--- src/rtl/divide10_pkg.sv ---
// Shared constants and types for the divide-by-10 unit.
//   DIVISOR      fixed divisor (10)
//   DIVIDEND_W   operand width
//   QUOTIENT_W   quotient width (also the number of serial steps)
//   REMAINDER_W  remainder / working register width
//   STEP_W       width of the step index k
//   state_e      control FSM states
package divide10_pkg;

    localparam int unsigned DIVISOR     = 10;
    localparam int unsigned DIVIDEND_W  = 14;
    localparam int unsigned QUOTIENT_W  = 10;
    localparam int unsigned REMAINDER_W = 14;
    localparam int unsigned STEP_W      = 4;

    // Index of the first (most significant) quotient step.
    localparam logic [STEP_W-1:0] FIRST_STEP = STEP_W'(QUOTIENT_W - 1);

    typedef enum logic [1:0] {
        StIdle = 2'd0,
        StBusy = 2'd1,
        StDone = 2'd2
    } state_e;

    // Divisor aligned to quotient bit k. 10 << 9 = 5120 still fits in the
    // working register, so no overflow bit is needed.
    function automatic logic [REMAINDER_W-1:0] shifted_divisor(input logic [STEP_W-1:0] k);
        return REMAINDER_W'(DIVISOR) << k;
    endfunction

endpackage

--- src/rtl/divide10_step.sv ---
// One restoring division step: compare the working remainder against the
// divisor aligned to quotient bit k and subtract when it fits.
//   w_cur   current working remainder
//   step    quotient bit index k (0..9)
//   w_next  working remainder after this step
//   q_bit   quotient bit k produced by this step
module divide10_step
    import divide10_pkg::*;
(
    input  logic [REMAINDER_W-1:0] w_cur,
    input  logic [STEP_W-1:0]      step,
    output logic [REMAINDER_W-1:0] w_next,
    output logic                   q_bit
);

    logic [REMAINDER_W-1:0] sub;

    always_comb begin
        sub    = shifted_divisor(step);
        q_bit  = (w_cur >= sub);
        w_next = q_bit ? (w_cur - sub) : w_cur;
    end

endmodule

--- src/rtl/divide_10.sv ---
// Multi-cycle unsigned divide-by-10. A start pulse in idle captures the
// dividend; ten serial restoring steps (k = 9..0) follow, then quotient and
// remainder are registered and done is raised for one cycle.
// Dividends above 10239 saturate the quotient at 1023, with the excess left
// in the remainder so quotient*10 + remainder == dividend always holds.
//   clk        system clock, rising edge
//   rst_n      synchronous active-low reset
//   start      launch request, only honoured in idle
//   dividend   14-bit unsigned operand, captured at launch
//   quotient   10-bit registered result
//   remainder  14-bit registered result
//   done       one-cycle flag marking fresh results
module divide_10
    import divide10_pkg::*;
(
    input  logic                   clk,
    input  logic                   rst_n,
    input  logic                   start,
    input  logic [DIVIDEND_W-1:0]  dividend,
    output logic [QUOTIENT_W-1:0]  quotient,
    output logic [REMAINDER_W-1:0] remainder,
    output logic                   done
);

    state_e                 state_q, state_d;
    logic [REMAINDER_W-1:0] w_q, w_d;
    logic [QUOTIENT_W-1:0]  qw_q, qw_d;
    logic [STEP_W-1:0]      k_q, k_d;
    logic [QUOTIENT_W-1:0]  quotient_q, quotient_d;
    logic [REMAINDER_W-1:0] remainder_q, remainder_d;

    logic [REMAINDER_W-1:0] w_step;
    logic                   q_bit;

    divide10_step u_step (
        .w_cur  (w_q),
        .step   (k_q),
        .w_next (w_step),
        .q_bit  (q_bit)
    );

    always_ff @(posedge clk) begin
        if (!rst_n) begin
            state_q     <= StIdle;
            w_q         <= '0;
            qw_q        <= '0;
            k_q         <= '0;
            quotient_q  <= '0;
            remainder_q <= '0;
        end else begin
            state_q     <= state_d;
            w_q         <= w_d;
            qw_q        <= qw_d;
            k_q         <= k_d;
            quotient_q  <= quotient_d;
            remainder_q <= remainder_d;
        end
    end

    always_comb begin
        state_d     = state_q;
        w_d         = w_q;
        qw_d        = qw_q;
        k_d         = k_q;
        quotient_d  = quotient_q;
        remainder_d = remainder_q;

        unique case (state_q)
            StIdle: begin
                if (start) begin
                    w_d     = REMAINDER_W'(dividend);
                    qw_d    = '0;
                    k_d     = FIRST_STEP;
                    state_d = StBusy;
                end
            end
            StBusy: begin
                w_d  = w_step;
                qw_d = qw_q | (QUOTIENT_W'(q_bit) << k_q);
                if (k_q == '0) begin
                    // Last step: publish results on the same edge we enter done.
                    quotient_d  = qw_d;
                    remainder_d = w_step;
                    state_d     = StDone;
                end else begin
                    k_d = k_q - 1'b1;
                end
            end
            StDone: begin
                state_d = StIdle;
            end
            default: begin
                state_d = StIdle;
            end
        endcase
    end

    assign quotient  = quotient_q;
    assign remainder = remainder_q;
    assign done      = (state_q == StDone);

endmodule

--- config.mk ---
export PLATFORM = sky130hd
export DESIGN_NAME = divide_10
export DESIGN_NICKNAME = d
export VERILOG_FILES = /design/src/rtl/divide10_pkg.sv /design/src/rtl/divide10_step.sv /design/src/rtl/divide_10.sv
export SDC_FILE = /design/constraint.sdc
export NUM_CORES = 1
export LEC_CHECK = 0
export CAP_MARGIN = 20
export CORE_MARGIN = 8
export CORE_UTILIZATION = 25
export DETAILED_ROUTE_END_ITERATION = 10
export PLACE_DENSITY = 0.51
export RECOVER_POWER = 100
export SLEW_MARGIN = 30
export SYNTH_ARGS = -nofsm -noshare
export SYNTH_HDL_FRONTEND = slang
export SYNTH_SLANG_ARGS = --single-unit
export TNS_END_PERCENT = 50
--- constraint.sdc ---
create_clock -name clk -period 4.4 [get_ports clk]
set_input_delay 0.66 -clock clk [delete_from_list [all_inputs] [get_ports clk]]
set_output_delay 0.66 -clock clk [all_outputs]
set_load 0.05 [all_outputs]
==> run_results.csv, run 1 <==
group,metric,value,unit
status,status,"finished, final reports clean",
power,irDropWorstVdd,184,uV
setup_path,r2r_cells,11,
clock_tree,cts_setup_buffers,0,
grt,grt_pass1_vias,2680,
setup_path,r2r_start,"k_q[0]$_SDFFE_PN0P_",
grt,grt-ovfl-total,0,
detailed_routing,drc,0,
place,numPortBuffers,41,
clock_tree,path_clk_slew,0.07,ns
power,totalPowerFinal,1890,uW
power,power.density,505,mW/mm2
finish,nNetsFinal,430,
sta,period_share,84.5,%
synthesis,syn_nets,394,
synthesis,synth_cell_types,49,
detailed_routing,drt-initial-drc-count,196,
place,place_hpwl,6.20,mm
sta,hold_violations,0,
finish,drive_above_1_share,8.38,%
sta,worstMarginPinSlew,1.05,ns
setup_path,cp-end-kind,"flop",
floorplan,die_h,127,um
sta,finalSetupTns,0,ns
clock_tree,clk_path_buf_depth,2,
floorplan,design.core.area,0.0120,mm2
setup_path,path_delay_family,"compound AO/OA/AOI/OAI gates",
setup_path,crit_start,"k_q[0]$_SDFFE_PN0P_",
sta,rsz0062_at_grt,"no",
setup_path,cp.arrival,3.86,ns
setup_path,r2r_slack,0.68,ns
grt,grt_pass1_wl,14.3,mm
finish,post-route-util,31.3,%
finish,syn_to_final_growth,22.5,%
clock_tree,numCtsBuffers,5,
sta,relSlewSlack,29.7,%
setup_path,cpMaxStageDelayCell,"nor3_1",
clock_tree,h-tree-depth,2,
power,p_leak,0.00152,uW
detailed_routing,post_drt_wl_per_cell,15.9,um
sta,fmax,269,MHz
setup_path,critPathRequiredTime,4.54,ns
detailed_routing,drtPass1Iterations,4,
synthesis,yosysSeqAreaShare,35.3,%
synthesis,async_flop_share,0,%
sta,finalSetupViolCount,0,
grt,grt_antenna_before_repair,0,
clock_tree,clock_latency,0.30,ns
detailed_routing,ant_nets,0,
sta,final_max_slew_viol_count,0,
finish,num-fill-cells,1262,
floorplan,num_io_pins,42,
detailed_routing,via_per_inst,5.03,
setup_path,startpoint_type,"flop",
min_path,worst_hold_path_type,"flop to flop",
detailed_routing,routed_wl,8.61,mm
setup_path,path_buf_inv,3,
setup_path,r2r-end,"remainder[6]$_SDFFE_PN0P_",
floorplan,dieArea,0.0160,mm2
setup_path,worstPathMaxFanout,17,
setup_path,crit_chain,"inv_1 -> nor3_1 -> inv_1 -> ha_1 -> nand2_1 -> a211o_1 -> a211o_1 -> a21oi_1 -> buf_4 -> mux2i_1 -> a21oi_1",
synthesis,synthCells,358,
clock_tree,root_buffer,"clkbuf_16",
synthesis,yosysWarnings,0,
clock_tree,cts_resized,0,
synthesis,ys.flop_type,"dfxtp_1",
clock_tree,cts.sinks,54,
synthesis,synth_edf_count,0,
finish,antenna_cells,0,
sta,finalCriticalPeriod,3.72,ns
grt,grtUsageTotal,11.0,%
synthesis,syn_area,0.00306,mm2
setup_path,cp.depth,11,
synthesis,synth.avg_cell_area,8.55,um2
grt,grt_max_degree,35,
place,place.gp.congestion,0.832,
setup_path,cpPeakStageDelay,0.66,ns
clock_tree,cts_tree,"yes",
setup_path,critPathKind,"flop to flop",
floorplan,dieWidth,127,um
sta,fin_worst_skew,0.00821,ns
flow_run,drv_cap,0,
floorplan,rows,40,
clock_tree,cts_hold_buffers,0,
setup_path,crit_end,"remainder[6]$_SDFFE_PN0P_",
floorplan,start_util,25.6,%
synthesis,ys_seq_elements,54,
detailed_routing,vias,2722,
-- layout by cell type, fill, tap and decap left out, types with 8 or more instances in the layout --
cell             instances
a31oi_1                  8
mux2i_1                  9
dfxtp_1                 54
nand2_1                 28
mux2_2                  11
o21ai_0                 35
ha_1                    19
clkdlybuf4s50_1         15
inv_1                   13
a21oi_1                 34
dlygate4sd3_1           26
nor2_1                  34
-- routing by layer --
metal | GRT usage, % | share of wire [%]
met1 | 16.1 | 54
met2 | 15.7 | 40
met3 | 2.68 | 4.5
met4 | 2.34 | 0.66
met5 | 0 | 0
-- area by class of cell --
| cell class | instances | area, um2 | share of cell area (%) |
|---|---|---|---|
| Multi-Input combinational cell | 272 | 1820 | 48.4 |
| Tap cell | 147 | 184 | 4.91 |
| Clock inverter | 2 | 38.8 | 1.03 |
| Clock buffer | 5 | 125 | 3.34 |
| Inverter | 13 | 48.8 | 1.30 |
| Sequential cell | 54 | 1080 | 28.8 |
| Timing Repair Buffer | 48 | 455 | 12.1 |
-- where the power goes --
group          internal [uW]  switching (uW)  total (uW)
clock network            267             184         451
logic                    334             529         864
registers                538            40.6         579
-- worst min path at each step --
stage | from | endpoint | slack (ns) | cells past startpoint
after floorplan | qw_q[4]$_SDFFE_PN0P_ | quotient[4]$_SDFFE_PN0P_ | 0.43 | 2
after global placement | remainder[0]$_SDFFE_PN0P_ | remainder[0]$_SDFFE_PN0P_ | 0.44 | 2
after detailed placement | remainder[0]$_SDFFE_PN0P_ | remainder[0]$_SDFFE_PN0P_ | 0.45 | 2
after CTS | remainder[0]$_SDFFE_PN0P_ | remainder[0]$_SDFFE_PN0P_ | 0.46 | 2
after global routing | remainder[0]$_SDFFE_PN0P_ | remainder[0]$_SDFFE_PN0P_ | 0.46 | 2
final | remainder[0]$_SDFFE_PN0P_ | remainder[0]$_SDFFE_PN0P_ | 0.45 | 2
-- through the flow --
stage	std cells	worst slack (ns)	instance area, um2	hold slack (ns)
floorplan	358	1.42	3060	0.431
detailed placement	534	0.780	3610	0.450
global placement	534	0.798	3610	0.444
global route	541	0.371	3750	0.463
finish	541	0.681	3750	0.453
CTS	541	0.739	3770	0.461
-- kinds of logic after synthesis --
logic type	synth area share, %
muxes	7.36
xor gates and xnor gates	2.58
and+or+nand+nor	16.5
adders and majority gates	7.77
DFF	35.3
AOI/OAI and AO/OA	25.6
buffers and inverters	4.95
-- registers in the layout, indices dropped and copies added, names as in the netlist --
name and count:
w_q 14, qw_q 10, remainder 14, quotient 10
k_q 4, state_q 2
-- worst min-delay path: cells and delay by family (launching register included) --
| family | cells | cell delay (ns) |
|---|---|---|
| DFF | 1 | 0.31 |
| and+or+nand+nor | 1 | 0.05 |
| AOI/OAI and AO/OA | 1 | 0.05 |
-- synthesized netlist by cell type (all sizes together) (3+ instances only) --
cell | instances | area share (%)
a32o | 3 | 0.98
o21bai | 3 | 0.74
a21o | 4 | 0.98
clkbuf | 16 | 2.0
dfxtp | 54 | 35
o21ai | 35 | 5.7
nor4 | 3 | 0.61
nand3 | 5 | 0.98
xnor2 | 5 | 1.4
nor2b | 5 | 1.0
a31o | 3 | 0.86
mux2i | 9 | 2.9
buf | 3 | 1.4
mux2 | 12 | 4.4
nor3 | 7 | 1.1
nand2b | 7 | 1.4
nor2 | 35 | 4.3
nand2 | 28 | 3.4
nand4 | 3 | 0.61
inv | 13 | 1.6
o211ai | 3 | 1.2
ha | 19 | 7.8
a31oi | 9 | 2.0
a21oi | 34 | 5.7
a311oi | 8 | 2.7
and2 | 4 | 0.82
a41oi | 5 | 1.4
xor2 | 4 | 1.1
Power figures use the tool's default switching activity.
==> inputs of run 2 (changes only) <==
--- a/config.mk
+++ b/config.mk
@@ -9,7 +9,7 @@
 export CORE_MARGIN = 8
 export CORE_UTILIZATION = 25
 export DETAILED_ROUTE_END_ITERATION = 10
-export PLACE_DENSITY = 0.51
+export PLACE_DENSITY = 0.52
 export RECOVER_POWER = 100
 export SLEW_MARGIN = 30
 export SYNTH_ARGS = -nofsm -noshare
==> constraint.sdc (replaced) <==
create_clock -name clk -period 3.05 [get_ports clk]
set_input_delay 0.4575 -clock clk [delete_from_list [all_inputs] [get_ports clk]]
set_output_delay 0.4575 -clock clk [all_outputs]
set_load 0.05 [all_outputs]
==> run_results.csv, run 2 (synthesis results as in run 1) <==
group,metric,value,unit
status,status,"finished, final reports clean",
floorplan,dieArea,0.0160,mm2
grt,grt_antenna_before_repair,0,
floorplan,rows,40,
clock_tree,numCtsBuffers,5,
finish,post-route-util,35.1,%
clock_tree,clock_latency,0.30,ns
setup_path,critPathRequiredTime,3.29,ns
power,power.density,763,mW/mm2
setup_path,cp.arrival,3.23,ns
sta,fmax,335,MHz
grt,grtUsageTotal,11.2,%
power,irDropWorstVdd,274,uV
floorplan,die_h,127,um
setup_path,critPathKind,"flop to flop",
power,p_comb_share,53.0,%
grt,grt-ovfl-total,0,
setup_path,r2r_start,"k_q[2]$_SDFFE_PN0P_",
grt,grt_pass1_vias,2739,
power,p_seq_share,26.2,%
clock_tree,path_clk_slew,0.08,ns
place,place_ws,-0.0826,ns
clock_tree,root_buffer,"clkbuf_16",
place,numPortBuffers,41,
grt,grt_pass1_wl,14.4,mm
sta,final_max_slew_viol_count,0,
grt,use_met3,2.72,%
sta,finalCriticalPeriod,2.99,ns
sta,period_share,97.9,%
finish,mostFrequentLayoutCell,"dfxtp_1",
setup_path,worstPathMaxFanout,7,
finish,antenna_cells,0,
sta,finalSetupViolCount,0,
grt,gr-usage-met1,15.1,%
clock_tree,cts_tree,"yes",
detailed_routing,routed_wl,8.93,mm
setup_path,crit_start,"k_q[2]$_SDFFE_PN0P_",
detailed_routing,ant_nets,0,
grt,busiest_layer,"met2",
clock_tree,h-tree-depth,2,
power,p_switching,1240,uW
floorplan,num_io_pins,42,
power,p_int,1970,uW
sta,hold_violations,0,
sta,timing.hold.ws,0.450,ns
power,power_frac_clock,20.8,%
finish,nNetsFinal,457,
min_path,worst_hold_path_type,"flop to flop",
sta,relSlewSlack,45.9,%
finish,drive_above_1_share,22.3,%
clock_tree,cts.sinks,54,
sta,fin_ws,0.0630,ns
detailed_routing,vias,2809,
floorplan,start_util,25.6,%
sta,fin_worst_skew,0.00929,ns
detailed_routing,drtPass1Iterations,4,
finish,syn_to_final_growth,37.3,%
detailed_routing,drt-initial-drc-count,124,
min_path,hold_start,"quotient[4]$_SDFFE_PN0P_",
power,swShare,38.7,%
finish,num-fill-cells,1220,
grt,gr-usage-met2,17.3,%
setup_path,startpoint_type,"flop",
detailed_routing,via_per_inst,4.94,
power,totalPowerFinal,3210,uW
floorplan,dieWidth,127,um
floorplan,design.core.area,0.0120,mm2
setup_path,cp-end-kind,"flop",
sta,worstMarginPinSlew,0.812,ns
finish,most-common-layout-cells,"dfxtp_1 (51), o21ai_0 (34), a21oi_1 (33)",
clock_tree,clk_path_buf_depth,2,
detailed_routing,post_drt_wl_per_cell,15.7,um
flow_run,drv_cap,0,
place,place.gp.congestion,0.950,
detailed_routing,drc,0,
place,place_hpwl,6.67,mm
grt,grt_max_degree,34,
power,p_leak,0.00169,uW
## run 2: area by class of cell
type / count / area (um2) / area share, %
clock inverters: 3 / 47.5 / 1.13
well taps: 147 / 184 / 4.38
clock buffers: 5 / 125 / 2.98
inverters: 13 / 51.3 / 1.22
flip-flops and latches: 54 / 1090 / 25.9
repair buffers: 75 / 708 / 16.9
multi-input cells: 272 / 2000 / 47.6
## run 2: power groups by stage
stage          registers [uW]  logic, uW  clock network (uW)
6_report                  841       1700                 668
5_1_grt                   852       1840                 718
4_1_cts                   833       1560                 688
3_5_place_dp              847       1390                   0
3_3_place_gp              846       1390                   0
2_1_floorplan             936        915                   0
## run 2: what timing repair did
action,4_1_cts,5_1_grt
resized for setup,11,32
gates cloned,1,0
hold buffers,0,0
setup endpoints to repair,16,40
setup buffers,5,0
pin swaps,3,5
## run 2: critical path, cell delays in order (launching register included)
cell      delay (ns)
dfxtp_1         0.36
buf_4           0.19
nor2_2          0.21
nand2_1         0.12
ha_1            0.38
nand2b_1        0.10
a211o_1         0.31
a211o_1         0.37
a21oi_4         0.27
buf_12          0.16
mux2_2          0.34
o21ai_2         0.12
## run 2: layer usage
layer,part of all wire [%],vias to the layer above
met5,0,-
met4,1.5,0
met3,5.5,12
met2,43,66
met1,50,1294
li1,-,1437
## run 2: stage by stage
step	cell area [um2]	setup TNS (ns)	cells
after floorplan	3060	0	358
after global placement	3780	-0.0149	555
after detailed placement	3780	-0.496	555
after CTS	4060	0	569
after global routing	4200	-0.140	569
final	4200	0	569
## run 2: path summary, 6_finish.rpt
check | slack, ns | endpoint | cells after the start
setup / recovery | 0.06 | remainder[1]$_SDFFE_PN0P_ | 11
hold / removal | 0.45 | quotient[4]$_SDFFE_PN0P_ | 2
setup reg to reg | 0.06 | remainder[1]$_SDFFE_PN0P_ | 11
hold reg to reg | 0.45 | quotient[4]$_SDFFE_PN0P_ | 2
==> inputs of run 3 (changes only) <==
--- a/config.mk
+++ b/config.mk
@@ -9,7 +9,7 @@
 export CORE_MARGIN = 8
 export CORE_UTILIZATION = 25
 export DETAILED_ROUTE_END_ITERATION = 10
-export PLACE_DENSITY = 0.52
+export MAX_ROUTING_LAYER = met4
 export RECOVER_POWER = 100
 export SLEW_MARGIN = 30
 export SYNTH_ARGS = -nofsm -noshare
==> run_results.csv, run 3 (synthesis results as in run 1) <==
group,metric,value,unit
sta,worstMarginPinSlew,0.830,ns
floorplan,num_io_pins,42,
setup_path,r2r_start,"k_q[0]$_SDFFE_PN0P_",
setup_path,r2r-end,"qw_q[8]$_SDFFE_PN0P_",
place,numPortBuffers,41,
min_path,hold_start,"remainder[0]$_SDFFE_PN0P_",
power,p_leak,0.00161,uW
detailed_routing,drtPass1Iterations,4,
detailed_routing,post_drt_wl_per_cell,15.7,um
clock_tree,h-tree-depth,2,
setup_path,worstPathMaxFanout,5,
finish,syn_to_final_growth,35.3,%
sta,period_share,98.0,%
setup_path,critPathKind,"flop to flop",
clock_tree,root_buffer,"clkbuf_16",
sta,timing.hold.ws,0.458,ns
flow_run,drv_cap,0,
clock_tree,cts_tree,"yes",
setup_path,cp-end-kind,"flop",
status,status,"finished, final reports clean",
sta,fin_worst_skew,0.00887,ns
clock_tree,clock_latency,0.30,ns
sta,finalSetupViolCount,0,
clock_tree,path_clk_slew,0.08,ns
finish,drive_above_1_share,21.3,%
sta,hold_violations,0,
finish,mostFrequentLayoutCell,"dfxtp_1",
floorplan,dieArea,0.0160,mm2
setup_path,cp.arrival,3.18,ns
setup_path,r2r_slack,0.06,ns
finish,antenna_cells,0,
place,place.gp.congestion,0.907,
sta,final_max_slew_viol_count,0,
setup_path,r2r_cells,12,
setup_path,critPathRequiredTime,3.24,ns
min_path,hold_depth,2,
power,irDropWorstVdd,256,uV
finish,post-route-util,34.6,%
floorplan,start_util,25.6,%
clock_tree,cts.sinks,54,
floorplan,rows,40,
place,place_area,0.00382,mm2
detailed_routing,drc,0,
grt,grt_max_degree,35,
grt,grt-ovfl-total,0,
place,place_hpwl,6.55,mm
clock_tree,clk_path_buf_depth,2,
finish,most-common-layout-cells,"dfxtp_1 (51), clkdlybuf4s50_1 (40), buf_4 (36)",
floorplan,dieWidth,127,um
detailed_routing,drt-initial-drc-count,139,
finish,design_area,0.00414,mm2
sta,rsz0062_at_grt,"yes",
detailed_routing,ant_nets,0,
floorplan,design.core.area,0.0120,mm2
finish,num-fill-cells,1213,
sta,finalCriticalPeriod,2.99,ns
setup_path,startpoint_type,"flop",
clock_tree,cts_hold_buffers,0,
sta,relSlewSlack,44.7,%
grt,grt_pass1_wl,14.7,mm
min_path,worst_hold_path_type,"flop to flop",
detailed_routing,routed_wl,9.00,mm
clock_tree,numCtsBuffers,5,
floorplan,die_h,127,um
grt,grtUsageTotal,11.6,%
min_path,holdPathEnd,"remainder[0]$_SDFFE_PN0P_",
grt,grt_pass1_vias,2878,
detailed_routing,via_per_inst,4.95,
finish,nNetsFinal,463,
sta,fmax,335,MHz
detailed_routing,vias,2847,
power,power.density,746,mW/mm2
grt,grt_antenna_before_repair,0,
sta,finalSetupTns,0,ns
power,totalPowerFinal,3090,uW
## run 3: worst max-delay path, stage by stage (launching register included)
cell and delay (ns):
dfxtp_2 0.38, inv_2 0.09, ha_1 0.23, a22oi_1 0.30, ha_1 0.31, a21o_1 0.18
a31o_1 0.25, a311oi_4 0.31, a21oi_4 0.14, buf_6 0.15, buf_4 0.13, and2_1 0.16
a32o_1 0.25
## run 3: per-stage QoR
step	setup slack [ns]	instances
2_1_floorplan	0.0666	358
3_3_place_gp	0.0935	563
3_5_place_dp	-0.0131	563
4_1_cts	0.0245	574
5_1_grt	-0.0519	575
6_report	0.0607	575
## run 3: report_power, final
group	leakage (uW)	switching, uW	total, uW	internal, uW
logic	0.00109	902	1650	747
registers	0.000442	59.9	838	778
clock network	0.0000763	285	601	315
total	0.00161	1250	3090	1840
## run 3: cell type report
| cell class | instances | area (um2) | share of cell area [%] |
|---|---|---|---|
| Clock buffer | 5 | 125 | 3.02 |
| Tap cell | 147 | 184 | 4.44 |
| Sequential cell | 54 | 1080 | 26.2 |
| Multi-Input combinational cell | 272 | 1950 | 47.1 |
| Inverter | 13 | 48.8 | 1.18 |
| Timing Repair Buffer | 81 | 721 | 17.4 |
| Clock inverter | 3 | 28.8 | 0.695 |
## run 3: timing repair
action                     in CTS  in global routing
cloned                          1                  0
pin swaps                       3                  3
gates resized for setup        11                 21
setup endpoints to repair      11                 35
buffers inserted                2                  1
## run 3: per-layer routing
metal  up-vias  share of wire (%)  GRT usage, %
li1       1440                  -             -
met1      1310                 52          15.7
met2        87                 41          16.8
met3        10                5.6          2.56
met4         0                1.7          3.68
met5         -                  0             -
## run 3: worst max path at each step
stage,slack [ns],to,cells after the start,start
2_1_floorplan,0.07,remainder[10]$_SDFFE_PN0P_,13,k_q[0]$_SDFFE_PN0P_
5_1_grt,-0.05,w_q[4]$_SDFFE_PN0P_,12,k_q[0]$_SDFFE_PN0P_
3_5_place_dp,-0.01,remainder[1]$_SDFFE_PN0P_,12,k_q[1]$_SDFFE_PN0P_
4_1_cts,0.02,w_q[13]$_SDFFE_PN0P_,12,k_q[1]$_SDFFE_PN0P_
3_3_place_gp,0.09,remainder[1]$_SDFFE_PN0P_,12,k_q[0]$_SDFFE_PN0P_
6_report,0.06,qw_q[8]$_SDFFE_PN0P_,12,k_q[0]$_SDFFE_PN0P_
